--- config.mk ---
export PLATFORM = sky130hd
export DESIGN_NAME = axil_reg_slave
export DESIGN_NICKNAME = d
export VERILOG_FILES = /design/src/rtl/axil_pkg.sv /design/src/rtl/axil_hold_buf.sv /design/src/rtl/axil_reg_slave.sv
export SDC_FILE = /design/constraint.sdc
export NUM_CORES = 1
export LEC_CHECK = 0
export CORE_AREA = 2 2 153 155
export DETAILED_ROUTE_END_ITERATION = 6
export DIE_AREA = 0 0 155 157
export GPL_TIMING_DRIVEN = 0
export PLACE_DENSITY = 0.73
export SLEW_MARGIN = 20
export SYNTH_ARGS = -nofsm -noshare
export SYNTH_HDL_FRONTEND = slang
export SYNTH_SLANG_ARGS = --single-unit
export TNS_END_PERCENT = 30
--- constraint.sdc ---
create_clock -name clk -period 2.42 [get_ports clk]
set_clock_uncertainty 0.05 [all_clocks]
set_input_delay 0.605 -clock clk [delete_from_list [all_inputs] [get_ports clk]]
set_output_delay 0.605 -clock clk [all_outputs]
set_load 0.005 [all_outputs]
--- src/rtl/axil_pkg.sv ---
// Shared types for the AXI-Lite register slave: response codes, FSM states
// and the read/write arbitration grant.
package axil_pkg;

   typedef enum logic [1:0] {
      OKAY   = 2'b00,
      SLVERR = 2'b10,
      DECERR = 2'b11
   } resp_e;

   typedef enum logic [2:0] {
      IDLE    = 3'd0,
      WR_REQ  = 3'd1,
      RD_REQ  = 3'd2,
      WR_RESP = 3'd3,
      RD_RESP = 3'd4
   } state_e;

   typedef enum logic {
      READ  = 1'b0,
      WRITE = 1'b1
   } grant_e;

endpackage

--- src/rtl/axil_hold_buf.sv ---
// One-entry holding register for an AXI-Lite channel: accepts a beat while
// empty and keeps it until the owning transaction's response completes.
module axil_hold_buf #(
   parameter int W = 32
) (
   input  logic         clk,
   input  logic         rst_n,
   input  logic         valid,
   output logic         ready,
   input  logic [W-1:0] load_data,
   input  logic         clr,
   output logic         full,
   output logic [W-1:0] data
);

   assign ready = !full;

   // clr only arrives while full and capture only while empty, so they never collide
   always_ff @(posedge clk or negedge rst_n) begin
      if (!rst_n) begin
         full <= 1'b0;
         data <= '0;
      end else if (clr) begin
         full <= 1'b0;
      end else if (valid && !full) begin
         full <= 1'b1;
         data <= load_data;
      end
   end

endmodule

--- src/rtl/axil_reg_slave.sv ---
// AXI4-Lite responder: buffers AW/W/AR, arbitrates read vs write round-robin,
// decodes the window and runs one req/ack register access with a timeout.
module axil_reg_slave
   import axil_pkg::*;
#(
   parameter int                ADDR_W    = 32,
   parameter int                DATA_W    = 32,
   parameter int                REG_AW    = 12,
   parameter logic [ADDR_W-1:0] BASE_ADDR = 32'h8000_0000,
   parameter int                TIMEOUT   = 16
) (
   input  logic                clk,
   input  logic                rst_n,
   input  logic                axi_awvalid,
   output logic                axi_awready,
   input  logic [ADDR_W-1:0]   axi_awaddr,
   input  logic                axi_wvalid,
   output logic                axi_wready,
   input  logic [DATA_W-1:0]   axi_wdata,
   input  logic [DATA_W/8-1:0] axi_wstrb,
   output logic                axi_bvalid,
   input  logic                axi_bready,
   output logic [1:0]          axi_bresp,
   input  logic                axi_arvalid,
   output logic                axi_arready,
   input  logic [ADDR_W-1:0]   axi_araddr,
   output logic                axi_rvalid,
   input  logic                axi_rready,
   output logic [DATA_W-1:0]   axi_rdata,
   output logic [1:0]          axi_rresp,
   output logic                reg_req,
   output logic                reg_we,
   output logic [REG_AW-1:0]   reg_addr,
   output logic [DATA_W-1:0]   reg_wdata,
   output logic [DATA_W/8-1:0] reg_wstrb,
   input  logic                reg_ack,
   input  logic [DATA_W-1:0]   reg_rdata,
   input  logic                reg_err,
   output state_e              dbg_state
);

   localparam int                STRB_W  = DATA_W / 8;
   localparam int                CNT_W   = $clog2(TIMEOUT);
   localparam logic [CNT_W-1:0]  CNT_MAX = CNT_W'(TIMEOUT - 1);

   // Handshakes: a beat transfers on the rising edge where valid && ready are both
   // high; a response holds valid and its payload unchanged until ready is seen.
   logic                     aw_full, w_full, ar_full;
   logic [ADDR_W-1:0]        aw_addr, ar_addr;
   logic [DATA_W+STRB_W-1:0] w_buf;
   logic [DATA_W-1:0]        w_data;
   logic [STRB_W-1:0]        w_strb;
   logic                     b_done, r_done;
   logic                     wr_elig, rd_elig, wr_hit, rd_hit;
   logic                     grant_wr, grant_rd;

   state_e            state, state_next;
   grant_e            last_grant;
   logic [CNT_W-1:0]  cnt;
   resp_e             resp;
   logic [DATA_W-1:0] rdata;

   assign b_done = axi_bvalid && axi_bready;
   assign r_done = axi_rvalid && axi_rready;

   axil_hold_buf #(.W(ADDR_W)) u_aw_buf (
      .clk(clk), .rst_n(rst_n), .valid(axi_awvalid), .ready(axi_awready),
      .load_data(axi_awaddr), .clr(b_done), .full(aw_full), .data(aw_addr)
   );

   axil_hold_buf #(.W(DATA_W + STRB_W)) u_w_buf (
      .clk(clk), .rst_n(rst_n), .valid(axi_wvalid), .ready(axi_wready),
      .load_data({axi_wdata, axi_wstrb}), .clr(b_done), .full(w_full), .data(w_buf)
   );

   axil_hold_buf #(.W(ADDR_W)) u_ar_buf (
      .clk(clk), .rst_n(rst_n), .valid(axi_arvalid), .ready(axi_arready),
      .load_data(axi_araddr), .clr(r_done), .full(ar_full), .data(ar_addr)
   );

   assign w_data  = w_buf[DATA_W+STRB_W-1:STRB_W];
   assign w_strb  = w_buf[STRB_W-1:0];
   assign wr_elig = aw_full && w_full;
   assign rd_elig = ar_full;
   assign wr_hit  = (aw_addr[ADDR_W-1:REG_AW] == BASE_ADDR[ADDR_W-1:REG_AW]);
   assign rd_hit  = (ar_addr[ADDR_W-1:REG_AW] == BASE_ADDR[ADDR_W-1:REG_AW]);

   always_ff @(posedge clk or negedge rst_n) begin
      if (!rst_n) state <= IDLE;
      else        state <= state_next;
   end

   always_comb begin
      state_next = state;
      grant_wr   = 1'b0;
      grant_rd   = 1'b0;
      case (state)
         IDLE: begin
            // under contention the side that did not win last time goes first
            if (wr_elig && (!rd_elig || last_grant == READ)) begin
               grant_wr   = 1'b1;
               state_next = wr_hit ? WR_REQ : WR_RESP;
            end else if (rd_elig) begin
               grant_rd   = 1'b1;
               state_next = rd_hit ? RD_REQ : RD_RESP;
            end
         end
         WR_REQ:  if (reg_ack || cnt == CNT_MAX) state_next = WR_RESP;
         RD_REQ:  if (reg_ack || cnt == CNT_MAX) state_next = RD_RESP;
         WR_RESP: if (axi_bready) state_next = IDLE;
         RD_RESP: if (axi_rready) state_next = IDLE;
         default: state_next = IDLE;
      endcase
   end

   always_ff @(posedge clk or negedge rst_n) begin
      if (!rst_n) begin
         last_grant <= READ;
         reg_we     <= 1'b0;
         reg_addr   <= '0;
         reg_wdata  <= '0;
         reg_wstrb  <= '0;
         resp       <= OKAY;
         rdata      <= '0;
         cnt        <= '0;
      end else if (grant_wr) begin
         last_grant <= WRITE;
         reg_we     <= 1'b1;
         reg_addr   <= aw_addr[REG_AW-1:0];
         reg_wdata  <= w_data;
         reg_wstrb  <= w_strb;
         resp       <= wr_hit ? OKAY : DECERR;
         rdata      <= '0;
         cnt        <= '0;
      end else if (grant_rd) begin
         last_grant <= READ;
         reg_we     <= 1'b0;
         reg_addr   <= ar_addr[REG_AW-1:0];
         resp       <= rd_hit ? OKAY : DECERR;
         rdata      <= '0;
         cnt        <= '0;
      end else if (state == WR_REQ || state == RD_REQ) begin
         cnt <= cnt + CNT_W'(1);
         if (reg_ack) begin
            resp <= reg_err ? SLVERR : OKAY;
            if (state == RD_REQ) rdata <= reg_rdata;
         end else if (cnt == CNT_MAX) begin
            resp <= SLVERR;
         end
      end
   end

   assign reg_req    = (state == WR_REQ) || (state == RD_REQ);
   assign axi_bvalid = (state == WR_RESP);
   assign axi_rvalid = (state == RD_RESP);
   assign axi_bresp  = resp;
   assign axi_rresp  = resp;
   assign axi_rdata  = rdata;
   assign dbg_state  = state;

endmodule

Yosys cells after proc, flatten, opt, wreduce, memory -nomap -nowiden --
Index checks and enable logic that the tools add are counted.
Cells by class: div/mod/pow operators 0, add/subtract/negate cells 1, bitwise operators 3, equality and inequality tests 12, magnitude comparators 0, shift-type cells 0, reduce and logical (&&, ||, !) cells 28, multiplexer cells 40, multipliers 0
Operators by type and width (count):
- 32-bit 2-to-1 mux | 5
- 20-bit equality test, second input constant | 2
- 12-bit 2-to-1 mux | 2
- 3-bit 2-to-1 mux | 7
- 2-bit 2-to-1 mux | 9
- 3-bit one-hot mux with 5 select lines | 1
- 1-bit 2-to-1 mux | 13
- 4-bit 2-to-1 mux | 3
- 3-bit nonzero test | 3
- 2-bit AND reduction | 4
- 2-bit nonzero test | 4
- 1-bit logical AND | 7
- 3-bit by 2-bit equality test with 1-bit output, second input constant | 2
- 5-bit AND reduction | 1
- 4-bit by 1-bit adder with 4-bit output, second input constant | 1
- 4-bit equality test, second input constant | 1
- 2-bit by 1-bit inequality test with 1-bit output, second input constant | 2
- 2-bit inequality test, second input constant | 2
- 4-bit nonzero test | 1
- 3-bit by 1-bit equality test with 1-bit output, second input constant | 1
- 3-bit equality test, second input constant | 1
- 1-bit zero test | 3
- 3-bit zero test | 1
- 1-bit logical OR | 3
- 3 further kinds | 5
Word-level totals: word-level logic and storage cells 98, latch bits 0, memories 0, RAM bits 0, memory bits (read-only) 0, input bits 141, output and inout bits 94, flip-flop bits (word level) 193

Logic depth before layout (Yosys ltp) --
word-level depth 7, depth in mapped cells 7, depth with buffers taken out 5

Cells and area by module --
Synthesis repeated with hierarchy kept, for this count alone.
Second synthesis, totals: cell total of the unflattened synthesis 657, area, all modules 7967.6 um^2
By module, submodules not included:
- axil_reg_slave | area an instance 3928.8 um^2, instances 1, sequential area each 2252.2 um^2, cells an instance 432
- axil_hold_buf at u_ar_buf ... | area an instance 1249.9 um^2, instances 2, sequential area each 825.8 um^2, cells an instance 72
- axil_hold_buf at u_w_buf | area an instance 1539.0 um^2, instances 1, sequential area each 925.9 um^2, cells an instance 81

Least setup slack after synthesis --
No wires, ideal clock.
path type flip-flop to flip-flop, from register state[1], in the netlist dbg_state[1], to register reg_wdata[0], library setup time 125 ps, stages on the path, launching flop included 7, data arrival time 1925 ps, path buffers 3, data required time 2245 ps, clock period less this slack 2101 ps, slack 319 ps, path through dfrtp_1 -> buf_6 -> or3_4 -> or4b_1 -> buf_6 -> buf_6 -> mux2_4
Between the ends: word-level cells in the longest chain between the ends 2
Ends and longest elaborated chain:
- start, declared | RTL line axil_reg_slave.sv:57 | state_e state, state_next;
- start signal, assigned | RTL line axil_reg_slave.sv:90 | else state <= state_next;
- 3-bit zero test | RTL line axil_reg_slave.sv:97 | case (state)
- 1-bit 2-to-1 mux | RTL line axil_reg_slave.sv:97
- end signal, assigned | RTL line axil_reg_slave.sv:130 | reg_wdata <= w_data;
- end, declared | RTL line axil_reg_slave.sv:34 | output logic [DATA_W-1:0] reg_wdata,
No other way between the ends. A chain may end at the register's enable or synchronous reset.

Final worst setup path --
from register state[1], in the netlist dbg_state[1], to register reg_wdata[4]
Same word-level chain as after synthesis.

==> flow_summary.yaml <==
run_status:
  outcome: "complete, no violations"
timing:
  final_hold_viol_count: 0
  timing.fmax_mhz: 438
  worstMarginPinSlew_ns: 0.698
  min_period_ns: 2.29
  fin_tns_setup_ns: 0
  setup_viol: 0
  slew_headroom_pct: 53.3
  rsz0062_at_grt: "false"
  drv_slew: 0
  finalCritPeriodShare_pct: 94.4
  holdWs_ns: 0.447
drt:
  vias_per_cell: 4.68
  wl_mm: 18.8
  first_pass_iters: 4
  drt_iter0_markers: 249
  num_vias: 5283
  drt.antenna.violating_nets: 0
  wire_per_inst_um: 16.7
  drc: 0
yosys:
  synth_compound_area_share_pct: 4.70
  ys.flop_type: "dfrtp_1"
  muxShareOfSynthArea_pct: 22.8
  yosysMostFrequentCell: "dfrtp_1"
  syn_nets: 716
  synthArstFlopShare_pct: 100
  syn_avg_cell_area_um2: 13.6
  synth-simple-area-share_pct: 7.06
  synth-edff-count: 0
  synth_top_family_by_area: "multiplexers"
  synth.yosys.seq_area_share_pct: 61.9
  yosysUniqueCellTypes: 39
  synthCells: 574
  yosys_register_bits: 193
  yosys.area_share.xor_xnor_pct: 0.449
  syn_area_um2: 7800
  yosysTopAreaCellShare_pct: 61.9
  ys_top_cells_by_area: "dfrtp_1 (62%), mux2_2 (15%), mux2_4 (6.2%), nand2_1 (3.4%), a21oi_1 (3.0%)"
  yosys.area.top_type: "dfrtp_1"
  ys_warn_count: 0
  synthTopCellsByCount: "dfrtp_1 (193), mux2_2 (104), nand2_1 (71), a21oi_1 (46), mux2_4 (32)"
  yosys.area_share.adder_pct: 0.160
finish:
  area_delta_synth_final_pct: 43.9
  nets: 973
  drive_above_1_share_pct: 23.7
power_and_ir_drop:
  power.total_uw: 14000
  ir_drop_mv: 0.572
  pwr_density_cell_nw_per_um2: 1250
  leakage_uw: 0.00494
clock_network:
  cts.sink_count: 193
  htree_levels: 4
  cts_tree: "done"
  path_clk_slew_ns: 0.08
  clockBufferDepth: 2
  cts_root_buffer: "clkbuf_16"
  clock_latency_ns: 0.43
  cts-buffers-inserted: 17
setup_path:
  slowest_stage: "or4b_1"
  cp_max_fo: 10
  cp.arrival_ns: 2.54
  path_cells: "buf_6 > or3_4 > or4b_1 > buf_6 > buf_6 > mux2_4"
  setup.worst_path.start_class: "flip-flop"
  r2r_setup_slack_ns: 0.13
  r2r_start: "dbg_state[1]$_DFFE_PN0P_"
  required_ns: 2.68
  critPathMaxStageDelay_ns: 0.50
  r2r_cells: 6
  crit_family: "simple AND/OR/NAND/NOR gates"
  path_class: "reg2reg"
  cp_common_cell: "buf_6"
  r2r_end: "reg_wdata[4]$_DFFE_PN0P_"
  crit_buf_inv: 3
  endpoint_kind: "flip-flop"
  setup.worst_path.start: "dbg_state[1]$_DFFE_PN0P_"
placement:
  gp_congestion: 0.768
  port_buffers: 234
  post-dp-hpwl_mm: 14.0
floorplan:
  dieWidth_um: 155
  initial_core_util_pct: 34.7
  die_h_um: 157
  die_area_um2: 24300
  rows: 55
  io_pins: 235
  coreArea_um2: 22500
grt:
  grt_usage_pct: 15.9
  grt_pass1_wl_mm: 30.2
  gr-total-overflow: 0
  grt_max_degree: 98
  antenna_found_initial: 1
  grt_pass1_vias: 5587
hold_path:
  hold_path.class: "reg2reg"
  hp-start: "u_w_buf.data[22]$_DFFE_PN0P_"
  hold_path_end: "reg_wdata[18]$_DFFE_PN0P_"
  min_delay_path_depth: 1
run:
  maxCapViolCount: 0
-- metal layers --
metal / part of all wire [%] / up-vias / global-route usage [%]
met4: 1.8 / 0 / 5.11
met5: 0 / - / 0
met2: 49 / 160 / 26.1
met3: 5.5 / 20 / 4.07
met1: 44 / 2584 / 20.8
li1: - / 2519 / -
-- sequential cells by signal (all words and copies together) (netlist names) --
signal,cells
axi_bresp,2
axi_rdata,32
cnt,4
dbg_state,3
last_grant,1
reg_addr,12
reg_wdata,32
reg_wstrb,4
u_ar_buf.data,32
u_ar_buf.full,1
u_aw_buf.data,32
u_aw_buf.full,1
u_w_buf.data,36
u_w_buf.full,1
-- per-stage QoR --
| stage | cell area, µm² | instances | setup WS, ns | util, % |
|---|---|---|---|---|
| final | 11200 | 1130 | 0.135 | 49.9 |
| after global routing | 11200 | 1129 | 0.00209 | 49.9 |
| after CTS | 11200 | 1128 | -0.141 | 49.8 |
| after detailed placement | 10600 | 1095 | -0.331 | 46.9 |
| after global placement | 10500 | 1093 | -7.47 | 46.7 |
| after floorplan | 7800 | 574 | 0.319 | - |
-- final cells by class --
class	count	area, µm²
tap	285	357
fill	1969	11300
antenna	1	2.50
buffer	32	196
multi-input combinational	341	2770
clock buffer	18	429
timing repair buffer	238	2420
inverter	8	30.0
clock inverter	14	193
sequential	193	4830
-- power breakdown --
| part | internal [µW] | switching, µW |
|---|---|---|
| combinational | 3420 | 2030 |
| clock | 1590 | 1370 |
| sequential | 4770 | 835 |
-- cell families (layout without fill, tap and decap cells) --
family | Yosys count | count (layout)
flops | 193 | 193
xor+xnor | 4 | 4
buf+inv | 40 | 310
simple gates | 123 | 123
fa+ha+maj | 1 | 1
compound gates | 64 | 64
other cells | 0 | 1
mux | 149 | 149
-- timing repair --
action | CTS | global route
setup endpoints to repair | 33 | 73
hold buffers | 1 | 0
setup buffers | 0 | 1
pin swaps | 0 | 1
endpoints found under the hold margin | 29 | 0
gates resized for setup | 6 | 5
-- cell usage in the layout, fill, tap and decap left out, types with 3 or more instances in the layout --
| master | Yosys | routed |
|---|---|---|
| inv_6 | 0 | 5 |
| buf_2 | 11 | 10 |
| dfrtp_1 | 193 | 192 |
| clkdlybuf4s50_1 | 0 | 230 |
| nor2_1 | 21 | 20 |
| mux2_2 | 104 | 104 |
| mux2_4 | 32 | 32 |
| buf_4 | 2 | 4 |
| nor4_1 | 8 | 8 |
| nand2_1 | 71 | 71 |
| mux2i_1 | 13 | 13 |
| clkinv_8 | 0 | 3 |
| and3_1 | 3 | 3 |
| nand3_1 | 6 | 5 |
| clkbuf_1 | 11 | 12 |
| a21oi_1 | 46 | 46 |
| inv_1 | 8 | 8 |
| clkbuf_16 | 0 | 17 |
| nor3b_1 | 4 | 3 |
| xnor2_1 | 4 | 3 |
| buf_6 | 7 | 7 |
-- how the worst max path moves through the flow --
stage | end | depth (start not counted)
6_report | reg_wdata[4]$_DFFE_PN0P_ | 6
5_1_grt | axi_rdata[5]$_DFFE_PN0P_ | 5
4_1_cts | reg_req | 4
3_5_place_dp | u_w_buf.data[11]$_DFFE_PN0P_ | 5
3_3_place_gp | u_ar_buf.data[6]$_DFFE_PN0P_ | 1
2_1_floorplan | reg_wdata[0]$_DFFE_PN0P_ | 6
Power figures use the tool's default switching activity.
